`config.mk`:
```
export PLATFORM = sky130hd
export DESIGN_NAME = wt_dcache_flush_seq
export DESIGN_NICKNAME = d
export VERILOG_FILES = /design/src/rtl/wt_cache_pkg.sv /design/src/rtl/wt_dcache_flush_seq.sv
export SDC_FILE = /design/constraint.sdc
export NUM_CORES = 1
export LEC_CHECK = 0
export CORE_MARGIN = 3
export CORE_UTILIZATION = 35
export CTS_BUF_LIST = sky130_fd_sc_hd__clkbuf_16
export CTS_CLUSTER_SIZE = 40
export DETAILED_ROUTE_END_ITERATION = 12
export GPL_ROUTABILITY_DRIVEN = 0
export PLACE_DENSITY = 0.68
export SYNTH_ARGS = -nofsm -noshare
export SYNTH_HDL_FRONTEND = slang
export SYNTH_SLANG_ARGS = --single-unit
export TNS_END_PERCENT = 10
```
`constraint.sdc`:
```
create_clock -name clk_i -period 1.6 [get_ports clk_i]
set_input_delay 0.16 -clock clk_i [delete_from_list [all_inputs] [get_ports clk_i]]
set_output_delay 0.16 -clock clk_i [all_outputs]
set_load 0.01 [all_outputs]
```
`src/rtl/wt_cache_pkg.sv`:
```
// wt_cache_pkg: shared write-through L1 data cache geometry and flush sequencer state encoding
package wt_cache_pkg;

    localparam int unsigned DCACHE_NUM_SETS     = 4;
    localparam int unsigned DCACHE_CL_IDX_WIDTH = $clog2(DCACHE_NUM_SETS);
    localparam int unsigned DCACHE_SET_ASSOC    = 4;

    typedef logic [2:0] flush_state_e;

    localparam flush_state_e FS_INIT  = 3'd0;
    localparam flush_state_e FS_IDLE  = 3'd1;
    localparam flush_state_e FS_DRAIN = 3'd2;
    localparam flush_state_e FS_INV   = 3'd3;
    localparam flush_state_e FS_ACK   = 3'd4;

endpackage

```
`src/rtl/wt_dcache_flush_seq.sv`:
```
// wt_dcache_flush_seq: whole-cache invalidation sequencer for the write-through L1 data cache
//   clk_i, rst_ni                      clock, async active-low reset
//   enable_i, flush_i                  CSR cache enable, held flush request
//   wbuffer_empty_i, miss_busy_i       drain status of write buffer and miss unit
//   wr_cl_gnt_i                        cacheline write port grant
//   flush_ack_o                        one-cycle flush completion
//   cache_en_o, stall_o, busy_o        effective enable, request stall, not-idle
//   wr_cl_vld_o/idx_o/we_o, wr_vld_bits_o  invalidation write to the tag/valid memory
module wt_dcache_flush_seq
    import wt_cache_pkg::*;
#(
    parameter int unsigned NumSets  = DCACHE_NUM_SETS,
    parameter int unsigned SetAssoc = DCACHE_SET_ASSOC,
    parameter int unsigned IdxWidth = $clog2(NumSets)
) (
    input  logic                clk_i,
    input  logic                rst_ni,
    input  logic                enable_i,
    input  logic                flush_i,
    input  logic                wbuffer_empty_i,
    input  logic                miss_busy_i,
    input  logic                wr_cl_gnt_i,
    output logic                flush_ack_o,
    output logic                cache_en_o,
    output logic                stall_o,
    output logic                busy_o,
    output logic                wr_cl_vld_o,
    output logic [IdxWidth-1:0] wr_cl_idx_o,
    output logic [SetAssoc-1:0] wr_cl_we_o,
    output logic [SetAssoc-1:0] wr_vld_bits_o
);

    flush_state_e        state_q, state_d;
    logic [IdxWidth-1:0] idx_q, idx_d;
    logic                cache_en_q, cache_en_d;
    logic                ext_q, ext_d;
    logic                skip_q, skip_d;
    logic                walk, last;

    assign walk = (state_q == FS_INIT) || (state_q == FS_INV);
    assign last = idx_q == IdxWidth'(NumSets - 1);

    always_comb begin
        state_d    = state_q;
        idx_d      = idx_q;
        cache_en_d = cache_en_q;
        ext_d      = ext_q;
        skip_d     = 1'b0;
        case (state_q)
            FS_INIT, FS_INV: begin
                if (wr_cl_gnt_i) begin
                    idx_d = last ? '0 : idx_q + 1'b1;
                    if (last) state_d = (state_q == FS_INV && ext_q) ? FS_ACK : FS_IDLE;
                end
            end
            FS_IDLE: begin
                cache_en_d = enable_i;
                // skip_q masks a flush_i still held over from the request just acked
                if ((flush_i && !skip_q) || (cache_en_q && !enable_i)) begin
                    state_d = FS_DRAIN;
                    ext_d   = flush_i && !skip_q;
                end
            end
            FS_DRAIN: state_d = (wbuffer_empty_i && !miss_busy_i) ? FS_INV : FS_DRAIN;
            FS_ACK: begin
                cache_en_d = enable_i;
                skip_d     = 1'b1;
                state_d    = FS_IDLE;
            end
            default: state_d = FS_INIT;
        endcase
    end

    always_ff @(posedge clk_i or negedge rst_ni) begin
        if (!rst_ni) begin
            state_q    <= FS_INIT;
            idx_q      <= '0;
            cache_en_q <= 1'b0;
            ext_q      <= 1'b0;
            skip_q     <= 1'b0;
        end else begin
            state_q    <= state_d;
            idx_q      <= idx_d;
            cache_en_q <= cache_en_d;
            ext_q      <= ext_d;
            skip_q     <= skip_d;
        end
    end

    assign busy_o        = state_q != FS_IDLE;
    assign stall_o       = busy_o;
    assign cache_en_o    = !busy_o && cache_en_q;
    assign flush_ack_o   = state_q == FS_ACK;
    assign wr_cl_vld_o   = walk;
    assign wr_cl_idx_o   = walk ? idx_q : '0;
    assign wr_cl_we_o    = {SetAssoc{walk}};
    assign wr_vld_bits_o = '0;

    a_ack_drained: assert property (@(posedge clk_i) disable iff (!rst_ni)
        flush_ack_o |-> wbuffer_empty_i);
    a_wr_stable: assert property (@(posedge clk_i) disable iff (!rst_ni)
        wr_cl_vld_o && !wr_cl_gnt_i |=> wr_cl_vld_o && $stable(wr_cl_idx_o));
    a_flush_held: assert property (@(posedge clk_i) disable iff (!rst_ni)
        (state_q == FS_DRAIN || state_q == FS_INV) && ext_q |-> flush_i);

endmodule

```
After elaboration in Yosys (flattened, before gate mapping)
Cells that the tools add are included.
{"block": "word_totals", "output_inout_bits": 15, "regBits": 8}
{"block": "op_classes", "n_eq_ne": 9, "mux": 9, "n_addsub": 1, "reduce_logical": 17}
{"cell": "$mux 3", "n": 4}
{"cell": "$pmux 3 s4", "n": 1}
{"cell": "$eq 3x2->1 const B", "n": 2}
{"cell": "$ne 2x2->1 const B", "n": 3}
{"cell": "$logic_and 1x1->1", "n": 5}
{"cell": "$logic_not 1->1", "n": 4}
{"cell": "$mux 2", "n": 2}
{"cell": "$reduce_and 2->1", "n": 2}
{"cell": "$reduce_or 2->1", "n": 2}
{"cell": "$eq 3x1->1 const B", "n": 1}
{"cell": "$eq 3x3->1 const B", "n": 1}
{"cell": "$logic_not 3->1", "n": 1}
{"cell": "$ne 3x1->1 const B", "n": 1}
{"cell": "$reduce_and 3->1", "n": 1}
{"cell": "$add 2x1->2 const B", "n": 1}
{"cell": "$eq 2x2->1 const B", "n": 1}
{"cell": "$logic_or 1x1->1", "n": 2}
{"cell": "$mux 1", "n": 2}

Longest topological paths before layout
Gate-level depths: netlist of the first run.
{"block": "logic_depth", "depth_word": 6, "mapped_depth": 4, "depth_no_buf": 4}

Worst setup path before layout of the first run
Ideal clock, no wire load.
{"block": "synth_timing", "kind": "register -> output", "from": "register state_q[1]", "to": "output port wr_cl_idx_o[0]", "path_slack_ns": 0.222, "stages_incl_launch_ff": 5, "arrival_time_ns": 1.218, "path_cell_list": "dfrtp_1 -> buf_2 -> xor2_1 -> nor2_1 -> and2_1"}
{"block": "synth_between", "elab_chain_cells": 3}
{"element": "from (decl)", "line_no": "wt_dcache_flush_seq.sv:33", "text": "flush_state_e state_q, state_d;"}
{"element": "from (signal assigned)", "line_no": "wt_dcache_flush_seq.sv:82", "text": "state_q <= state_d;"}
{"element": "$eq 3x2->1 or $logic_not 3->1 (tied branches)", "line_no": "wt_dcache_flush_seq.sv:40", "text": "assign walk = (state_q == FS_INIT) || (state_q == FS_INV);"}
{"element": "$logic_or 1x1->1 (*)", "line_no": "wt_dcache_flush_seq.sv:40"}
{"element": "named net wr_cl_vld_o", "line_no": "wt_dcache_flush_seq.sv:27", "text": "output logic wr_cl_vld_o,"}
{"element": "$mux 2 (*)", "line_no": "wt_dcache_flush_seq.sv:95", "text": "assign wr_cl_idx_o = walk ? idx_q : '0;"}
{"element": "to (decl)", "line_no": "wt_dcache_flush_seq.sv:28", "text": "output logic [IdxWidth-1:0] wr_cl_idx_o,"}
Mark *: on every way through the listed nets, which the timed path passes. The rest lies on a longest branch.

Worst setup path after layout of the first run
{"block": "layout_timing", "from": "register state_q[1]", "to": "output port wr_cl_idx_o[1]"}
{"block": "layout_between", "elab_chain_cells": 3}
{"element": "$eq 3x2->1 or $logic_not 3->1 (tied branches)", "line_no": "wt_dcache_flush_seq.sv:40"}
{"element": "$logic_or 1x1->1 (*)", "line_no": "wt_dcache_flush_seq.sv:40"}
{"element": "$mux 2 (*)", "line_no": "wt_dcache_flush_seq.sv:95"}
Mark *: on every way between the ends. The rest lies on a longest branch, timed or not.

==> results of run 1 <==
==> worst max-delay path: cells and delay by family (launching register included) <==
family | cells | cell delay [ps]
flip-flops | 1 | 450
AND/OR/NAND/NOR | 2 | 300
buffers and inverters | 1 | 230
XOR/XNOR | 1 | 170
==> timing repair <==
action,4_1_cts,5_1_grt
gates resized for setup,14,13
endpoints found under the setup margin,11,7
pin swaps,0,1
==> per-layer routing <==
layer / up-vias / share of wire / global-route usage
met5: - / 0 / 0
met4: 0 / 0 / 0.0361
met3: 0 / 0.093 / 0.0528
met2: 26 / 0.49 / 0.206
met1: 195 / 0.42 / 0.155
li1: 206 / - / -
==> cell families after synthesis <==
family / count (synthesis) / synth area share
DFF: 8 / 0.394
buffers and inverters: 12 / 0.158
other: 1 / 0.00738
adders and majority gates: 1 / 0.0246
AOI/OAI and AO/OA: 9 / 0.121
muxes: 2 / 0.0443
xor gates and xnor gates: 1 / 0.0172
and+or+nand+nor: 18 / 0.234
==> per-stage QoR <==
step | hold WS (ps) | util | total power [mW] | cells
2_1_floorplan | -136 | - | 0.966 | 55
3_3_place_gp | 482 | 0.516 | 1.38 | 84
3_5_place_dp | 482 | 0.516 | 1.40 | 84
4_1_cts | 239 | 0.568 | 1.70 | 87
5_1_grt | 253 | 0.552 | 1.77 | 87
6_report | 217 | 0.552 | 1.66 | 87
==> path summary, 6_finish.rpt <==
| kind | end | depth (start not counted) |
|---|---|---|
| worst min-delay path | ext_q$_DFFE_PN0P_ | 1 |
| worst max-delay path | wr_cl_idx_o[1] | 4 |
| worst max register to register | idx_q[1]$_DFFE_PN0P_ | 4 |
| min in group clk_i | idx_q[1]$_DFFE_PN0P_ | 1 |
| worst min register to register | idx_q[1]$_DFFE_PN0P_ | 1 |
| max in group asynchronous | state_q[1]$_DFFE_PN0P_ | 1 |
==> registers in the layout (all words and copies together), names as in the netlist <==
name,cells
skip_q,1
cache_en_q,1
state_q,3
ext_q,1
idx_q,2
==> power groups by stage <==
stage | Combinational (mW) | Sequential (mW) | Clock, mW
finish | 0.872 | 0.373 | 0.420
global route | 0.957 | 0.385 | 0.433
CTS | 0.908 | 0.373 | 0.421
detailed placement | 1.04 | 0.365 | 0
global placement | 1.02 | 0.362 | 0
floorplan | 0.631 | 0.335 | 0
==> cell usage after synthesis (2+ instances only) <==
library cell	n	area (um^2)
mux2_1	2	22.5
o21ai_0	3	15.0
nor2b_1	3	18.8
inv_1	2	7.51
nand3_1	2	10.0
dfrtp_1	8	200
nor2_1	4	15.0
buf_4	9	67.6
and2_1	2	12.5
nor3b_2	2	25.0
a211oi_1	2	15.0
==> cell type report <==
class | instances | area, um^2
clock buffers | 3 | 75.1
fillers | 129 | 598
inverters | 2 | 7.51
multi-input cells | 35 | 244
flip-flops and latches | 8 | 203
well taps | 15 | 18.8
repair buffers | 24 | 188
==> cell usage in the layout (no fill, tap or decap) <==
| cell | synthesis | routed |
|---|---|---|
| dfrtp_2 | 0 | 2 |
| clkdlybuf4s15_1 | 0 | 1 |
| a211oi_1 | 2 | 2 |
| nand2_1 | 1 | 1 |
| and2_1 | 2 | 2 |
| xor2_1 | 1 | 1 |
| clkdlybuf4s50_1 | 0 | 6 |
| ha_1 | 1 | 1 |
| nor3b_2 | 2 | 3 |
| buf_4 | 9 | 7 |
| a22o_1 | 1 | 1 |
| and4_1 | 1 | 1 |
| clkbuf_16 | 0 | 3 |
| nor2b_1 | 3 | 3 |
| a21oi_1 | 1 | 1 |
| nor2_1 | 4 | 4 |
| o21ai_0 | 3 | 3 |
| or3b_1 | 1 | 1 |
| nand3_1 | 2 | 2 |
| clkbuf_2 | 0 | 6 |
| o31ai_1 | 1 | 1 |
| dfrtp_1 | 8 | 6 |
| inv_1 | 2 | 2 |
| conb_1 | 1 | 4 |
| a221o_1 | 1 | 1 |
| mux2_1 | 2 | 2 |
| and3b_1 | 1 | 1 |
| dlygate4sd2_1 | 0 | 4 |
==> results.toml, run 1 <==
[global_routing]
gr-total-overflow = 0
grtUsageTotal = 0.127
antenna_found_initial = 0
grt_pass1_vias = 393
grt_max_degree = 9
grt_pass1_wl_mm = 1.73

[synth]
ys_ff_latch = 8
synth.distinct_cells = 24
async_flop_share = 1.00
synth_edf_count = 0
syn_avg_cell_area_um2 = 9.77
synthCells = 52
seq_area_frac_synth = 0.394
syn_area_um2 = 508
ys_warn_count = 0
synth_ff_type = "dfrtp_1"

[detailed_routing]
viasPerCell = 4.91
drc_errors = 0
drt-total-wl_mm = 1.19
drt_iter0_markers = 20
wl_per_cell_um = 13.7
via_count = 427
ant_nets = 0
drtPass1Iterations = 4

[setup_path]
arrival_ps = 1380
cp-startpoint = "state_q[1]$_DFFE_PN0P_"
startpoint_type = "flop"
slowest_delay_ps = 450
critPathCaptureType = "output pin"
crit_type = "reg -> out"
reg2reg_setup_slack_ps = 90
path_cells = "xor2_1, nor2_1, and2_1, clkdlybuf4s15_1"
critPathRequiredTime_ps = 1440
path_max_fanout = 7
rr_startpoint = "state_q[1]$_DFFE_PN0P_"
cp_slowest_cell = "dfrtp_2"

[sta]
hold_violations = 0
fin_crit_sh = 0.962
period_minus_slack_ps = 1540
skew_ps = 3.33
fmax_mhz = 650
slew_violations = 0
rsz0062_at_grt = "true"
finalSetupTns_ps = 0
setup_ws_ps = 60.5
setup_violations = 0

[floorplanning]
die_w_um = 44.1
initial_utilization = 0.381
die_area_um2 = 1940
ios = 22
fp-row-count = 13
fp.dieH_um = 44.1
fp.coreArea_um2 = 1330

[power]
combPwrFrac = 0.524
power_switching_uw = 608
sw_frac_of_total = 0.365
power_density_nw_per_um2 = 2260
power.internal_mw = 1.06
irDropWorstVdd_mv = 1.09
clockPowerShare = 0.253
p_seq_frac = 0.224
power.static_leakage_nw = 0.347

[clock_tree]
cts.sinks = 8
cts_hold_buf = 0
clk_pin_slew_worst_paths_ps = 40
root_buffer = "clkbuf_16"
post_cts_buffers = 0
htree_num_levels = 1
clockBufferDepth = 2
numCtsBuffers = 3
clock_latency_ps = 230
cts_tree = "yes"

[place]
dp_hpwl_um = 835
place_ws_ps = -19.0
place_area_um2 = 688
portBuffers = 17

[run]
maxCapViolations = 0

[cells_and_area]
fin_nets = 82
antenna_cells = 0
finish.instance_area_um2 = 736
drive_above_1_share = 0.292
syn_to_final_growth_pct = 44.8

[worst_hold_path]
worstHoldPathType = "in -> async"

[status]
status = "complete, no violations"
(Power assumes the default switching activity.)
==> run 2: changes to the inputs <==
Settings changed: CELL_PAD_IN_SITES_DETAIL_PLACEMENT set to 0, CELL_PAD_IN_SITES_GLOBAL_PLACEMENT set to 2, CORE_UTILIZATION 35 to 23, PLACE_DENSITY 0.68 to 0.76.
==> run 2 against run 1 <==
Against the previous run:
- critical path depth increased by 1
- sequential share of layout area decreased by 3.0 points
- first-iteration DRC count decreased by 85%
- non-clock buffer count increased by 5
- maximum frequency decreased by 0.26%
- critical path type unchanged
==> results.toml, run 2 (synthesis gave the netlist of run 1 again) <==
[status]
status = "complete, no violations"

[setup_path]
rr_worst_depth = 4
path_max_fanout = 6
critPathCaptureType = "output pin"
startpoint_type = "flop"
critPathRequiredTime_ps = 1440
crit_type = "reg -> out"
arrival_ps = 1380

[global_routing]
grt_pass1_vias = 450
antenna_found_initial = 0
gr-total-overflow = 0
grt_pass1_wl_mm = 1.95
grt_max_degree = 9
grtUsageTotal = 0.0965

[run]
maxCapViolations = 0

[detailed_routing]
highest_layer = "met4"
viasPerCell = 4.35
wl_met3_um = 103
wl_met2_um = 576
drt_iter0_markers = 3
ant_nets = 0
wl_met1_um = 472
wl_per_cell_um = 11.2
drc_errors = 0
drtPass1Iterations = 4
via_count = 452
drt-total-wl_mm = 1.16

[worst_hold_path]
worstHoldPathType = "in -> async"

[cells_and_area]
syn_to_final_growth_pct = 60.3
top_regs = "state_q: 3 flops, idx_q: 2 flops"
antenna_cells = 0
largest_reg_flops = 3
regMostFlops = "state_q"
finish.instance_area_um2 = 815
layout_commonest_cell = "buf_4"
final_cell_mix = "buf_4 (10), dfrtp_1 (8), clkdlybuf4s50_1 (6), dlygate4sd2_1 (6)"
drive_above_1_share = 0.286
fin_nets = 87
final.fill_count = 212

[clock_tree]
clockBufferDepth = 2
numCtsBuffers = 3
cts.sinks = 8
clk_pin_slew_worst_paths_ps = 40
cts_tree = "yes"
clock_latency_ps = 230
htree_num_levels = 1
root_buffer = "clkbuf_16"

[sta]
hold_violations = 0
slew_violations = 0
fmax_mhz = 648
hold_slack_ps = 213
skew_ps = 2.67
period_minus_slack_ps = 1540
setup_violations = 0
fin_crit_sh = 0.965

[floorplanning]
die_area_um2 = 2810
fp.dieH_um = 53.0
die_w_um = 53.0
initial_utilization = 0.251
fp-row-count = 16
fp.coreArea_um2 = 2020
ios = 22

[place]
place_area_um2 = 703
dp_hpwl_um = 836
portBuffers = 17

[power]
power_density_nw_per_um2 = 2210
power.static_leakage_nw = 0.382
irDropWorstVdd_mv = 0.898
-- run 2: what timing repair did --
item | 4_1_cts | 5_1_grt
endpoints found under the hold margin | 0 | 0
gates resized for setup | 12 | 12
buffers inserted | 0 | 5
pin swaps | 1 | 2
hold buffers | 0 | 0
endpoints found under the setup margin | 11 | 5
-- run 2: stage by stage --
step	setup slack (ps)	instances	setup TNS [ps]	utilization	power (mW)
after floorplan	222	55	0	-	0.966
after global placement	11.7	96	0	0.348	1.36
after detailed placement	-16.9	96	-16.9	0.348	1.38
after CTS	-41.3	99	-114	0.379	1.67
after global routing	-7.19	104	-11.8	0.403	1.94
final	56.5	104	0	0.403	1.80
-- run 2: worst max-delay path, cell delays in order, from the launching register on --
cell,delay [ps]
dfrtp_1,410
buf_6,150
nor3b_4,190
inv_2,50
buf_4,130
clkdlybuf4s15_1,220
-- run 2: worst paths after layout --
path | from | endpoint | slack, ps
worst max-delay path | state_q[1]$_DFFE_PN0P_ | busy_o | 60
min in group clk_i | ext_q$_DFFE_PN0P_ | ext_q$_DFFE_PN0P_ | 510
max in group asynchronous | rst_ni | idx_q[1]$_DFFE_PN0P_ | 1120
worst min register to register | ext_q$_DFFE_PN0P_ | ext_q$_DFFE_PN0P_ | 510
worst min-delay path | rst_ni | idx_q[0]$_DFFE_PN0P_ | 210
worst max register to register | state_q[0]$_DFFE_PN0P_ | idx_q[1]$_DFFE_PN0P_ | 160
-- run 2: layout make-up --
class                      count  area (um^2)  area share
clock buffer                   3         75.1      0.0922
inverter                       2         7.51     0.00922
multi-input combinational     35          253       0.310
sequential                     8          200       0.246
tap                           27         33.8      0.0415
timing repair buffer          29          245       0.301
-- run 2: layer usage --
metal  track usage  up-vias
met5             0        -
met4        0.0511        0
met3        0.0394        2
met2         0.155       19
met1         0.108      215
li1              -      216
-- run 2: power breakdown --
group / total [mW] / leakage [nW] / switching [mW] / internal [mW]
Sequential: 0.354 / 0.0988 / 0.0681 / 0.286
Combinational: 1.03 / 0.246 / 0.453 / 0.578
Clock: 0.411 / 0.0370 / 0.0900 / 0.321
